File: config.mk
export PLATFORM = sky130hd
export DESIGN_NAME = top
export DESIGN_NICKNAME = d
export VERILOG_FILES = /design/src/rtl/top.sv
export SDC_FILE = /design/constraint.sdc
export NUM_CORES = 1
export LEC_CHECK = 0
export ABC_AREA = 1
export CELL_PAD_IN_SITES_DETAIL_PLACEMENT = 1
export CELL_PAD_IN_SITES_GLOBAL_PLACEMENT = 1
export CORE_MARGIN = 1
export CORE_UTILIZATION = 14
export DETAILED_ROUTE_END_ITERATION = 8
export PLACE_DENSITY_LB_ADDON = 0.12
export SLEW_MARGIN = 20
export SYNTH_ARGS = -nofsm -noshare
export SYNTH_HDL_FRONTEND = slang
export SYNTH_SLANG_ARGS = --single-unit
File: constraint.sdc
create_clock -name clk -period 1.23 [get_ports clk]
set_clock_uncertainty 0.1 [all_clocks]
set_input_delay 0.246 -clock clk [delete_from_list [all_inputs] [get_ports clk]]
set_output_delay 0.246 -clock clk [all_outputs]
set_load 0.05 [all_outputs]
File: src/rtl/top.sv
// top: breast-cancer decision-tree classifier; in clk, rst (async high), X0..X8 [7:0] features; out [1:0] registered label (0 benign, 1 malignant)
module top (
  input  logic       clk,
  input  logic       rst,
  input  logic [7:0] X0,
  input  logic [7:0] X1,
  input  logic [7:0] X2,
  input  logic [7:0] X3,
  input  logic [7:0] X4,
  input  logic [7:0] X5,
  input  logic [7:0] X6,
  input  logic [7:0] X7,
  input  logic [7:0] X8,
  output logic [1:0] out
);
  logic       n3, n4, n5, n6, n1, n2, lbl;
  logic [1:0] out_d, out_q;
  always_comb begin
    n3    = (X7 <= 8'd140) ? 1'b0 : (X0 > 8'd150);
    n4    = X0 > 8'd90;
    n1    = (X5 <= 8'd100) ? n3 : n4;
    n5    = (X6 <= 8'd80) ? (X4 > 8'd60) : 1'b1;
    n6    = (X3 <= 8'd50) ? (X8 > 8'd30) : 1'b1;
    n2    = (X2 <= 8'd110) ? n5 : n6;
    lbl   = (X1 <= 8'd72) ? n1 : n2;
    out_d = {1'b0, lbl};
  end
  always_ff @(posedge clk or posedge rst)
    if (rst) out_q <= 2'd0;
    else     out_q <= out_d;
  assign out = out_q;
endmodule

==> impl_metrics.tcl <==
set metrics [dict create \
    synth_top_family_by_area "simple AND/OR/NAND/NOR gates" \
    dieArea_sq_um 4570 \
    diodes 0 \
    die_y_microns 67.6 \
    muxShareOfSynthArea_pct 0 \
    hold_class "in2async" \
    ant_nets 0 \
    syn_area_per_cell_sq_um 4.19 \
    grt_max_degree 6 \
    grt_pass1_wl_mm 3.97 \
    fin_crit_sh_pct 98.4 \
    fmax_mhz 826 \
    power.density_nw_per_um2 297 \
    slowest_delay_ns 0.45 \
    grt_pass1_vias 1067 \
    critPathMaxFanout 2 \
    post_cts_buffers 0 \
    start_kind "primary input" \
    gp_congestion 0.727 \
    dp_hpwl_mm 2.30 \
    p_leak_nw 0.753 \
    cts_hold_buffers 0 \
    num-nets-final 294 \
    synth_fa_ha_area_share_pct 0 \
    mostFrequentLayoutCells "nand2_1, inv_1, buf_2, nor2_1, clkbuf_2" \
    ys_seq_area_share_pct 4.15 \
    setup_ws_ns 0.0192 \
    switching_share_pct 41.9 \
    crit_type "in2reg" \
    hold_viol 0 \
    timing.hold.ws_ns 0.288 \
    yosysWarningCount 0 \
    seqPwrFrac_pct 11.1 \
    finalPower_mw 0.368 \
    status "complete, no violations" \
    grt_use_total_pct 10.7 \
    place_area_sq_um 1420 \
    io_buffers 74 \
    synth_compound_area_share_pct 8.71 \
    p_switching_mw 0.154 \
    critical_path_required_ns 1.01 \
    start_util_pct 14.9 \
    cp.arrival_ns 0.99 \
    antenna_found_initial 0 \
    yosys.area_share.simple_pct 63.5 \
    slew_violations 0 \
    crit_slowest_cell "clkdlybuf4s50_1" \
    period_minus_slack_ns 1.21 \
    placeableCoreArea_sq_um 4060 \
    wl_per_cell_microns 9.22 \
    p_clk_share_pct 0 \
    place_inst 268 \
    cp_common_cell "nand2_2" \
    path_clk_slew_ns 0 \
    cap_viol_max_count 0 \
    drive_gt1_share_pct 33.0 \
    syn-num-nets 218 \
    synthXorXnorAreaFrac_pct 0 \
    num_rows 23 \
    endpoint_kind "register" \
    peakVddDrop_v 0.000136 \
    rsz0062_at_grt "true" \
    first_iter_violations 20 \
    vias 1046 \
    routed_wl_mm 2.47 \
    ys_ff_latch 1 \
    area_growth_pct 105 \
    setup_violations 0 \
    largest_reg_flops 1 \
    place_ws_ns -0.350 \
    syn_area_sq_um 603 \
    p_int_mw 0.214 \
    crit_chain "clkdlybuf4s50_1 > inv_1 > nand2_2 > nand2_1 > nand3_2 > nand2_2" \
    viasPerCell 3.90 \
    die_x_microns 67.6 \
    p_comb_share_pct 88.9 \
    route.detailed.drc 0 \
    postSynthCellCount 144 \
    dr.pass1.iters 4 \
    final_cell_area_sq_um 1240 \
    io_pins 76 \
    final_cells 268 \
    layout.cells.most_common "nand2_1" \
    overflow 0 \
    synth.distinct_cells 15 \
]
## critical path: cells and delay by family
| family | cells | cell delay (ns) |
|---|---|---|
| buffers and inverters | 2 | 0.49 |
| AND/OR/NAND/NOR | 4 | 0.25 |
## synth_stat cells
master / instances / area [sq um]
inv_1: 35 / 131
buf_4: 1 / 7.51
nand4_1: 2 / 12.5
o21a_1: 2 / 15.0
nor2_2: 1 / 6.26
nand3_1: 3 / 15.0
conb_1: 1 / 3.75
nand2_1: 59 / 221
nor2_1: 28 / 105
or2_0: 2 / 12.5
o21ai_0: 4 / 20.0
o21bai_1: 1 / 7.51
dfrtp_1: 1 / 25.0
nor3_1: 2 / 10.0
a21oi_1: 2 / 10.0
## repair_timing
item / in CTS / in global routing
setup endpoints to repair: 1 / 1
endpoints found under the hold margin: 0 / 0
pin swaps: 71 / 60
gates resized for setup: 156 / 61
## stage by stage
stage | util [%] | TNS, ns
4_1_cts | 32.2 | 0
5_1_grt | 30.5 | -0.0413
2_1_floorplan | - | 0
3_5_place_dp | 34.9 | -0.350
6_report | 30.5 | 0
3_3_place_gp | 34.9 | -0.315
## worst max path at each step
stage	startpoint	to	slack [ns]	cells after the start
floorplan	X3[7]	out[0]	0.23	7
global placement	X0[7]	out[0]	-0.32	10
detailed placement	X2[6]	out[0]	-0.35	10
CTS	X2[0]	out[0]	0.0008	9
global route	X5[7]	out[0]	-0.04	6
finish	X5[7]	out[0]	0.02	6
## power by group through the flow
stage               Clock (mW)  Combinational, mW  Sequential [mW]
finish                       0              0.327           0.0409
global route                 0              0.367           0.0412
CTS                          0              0.332           0.0410
detailed placement           0              0.402           0.0410
global placement             0              0.393           0.0408
floorplan                    0              0.107           0.0529
## layout make-up
class | count | area, sq um
fill | 585 | 2820
timing repair buffer | 75 | 520
sequential | 1 | 25.0
inverter | 35 | 131
multi-input combinational | 107 | 497
tap | 50 | 62.6
## metal layers
layer	GRT usage [%]	share of wire, %
met1	11.6	38
met2	22.6	54
met3	0.845	8.3
met4	0	0
met5	0	0
## cell families after synthesis
kind of cell,after synthesis
compound gates,9
flops,1
simple gates,97
buf+inv,36
other cells,1
Power figures use the tool's default switching activity.
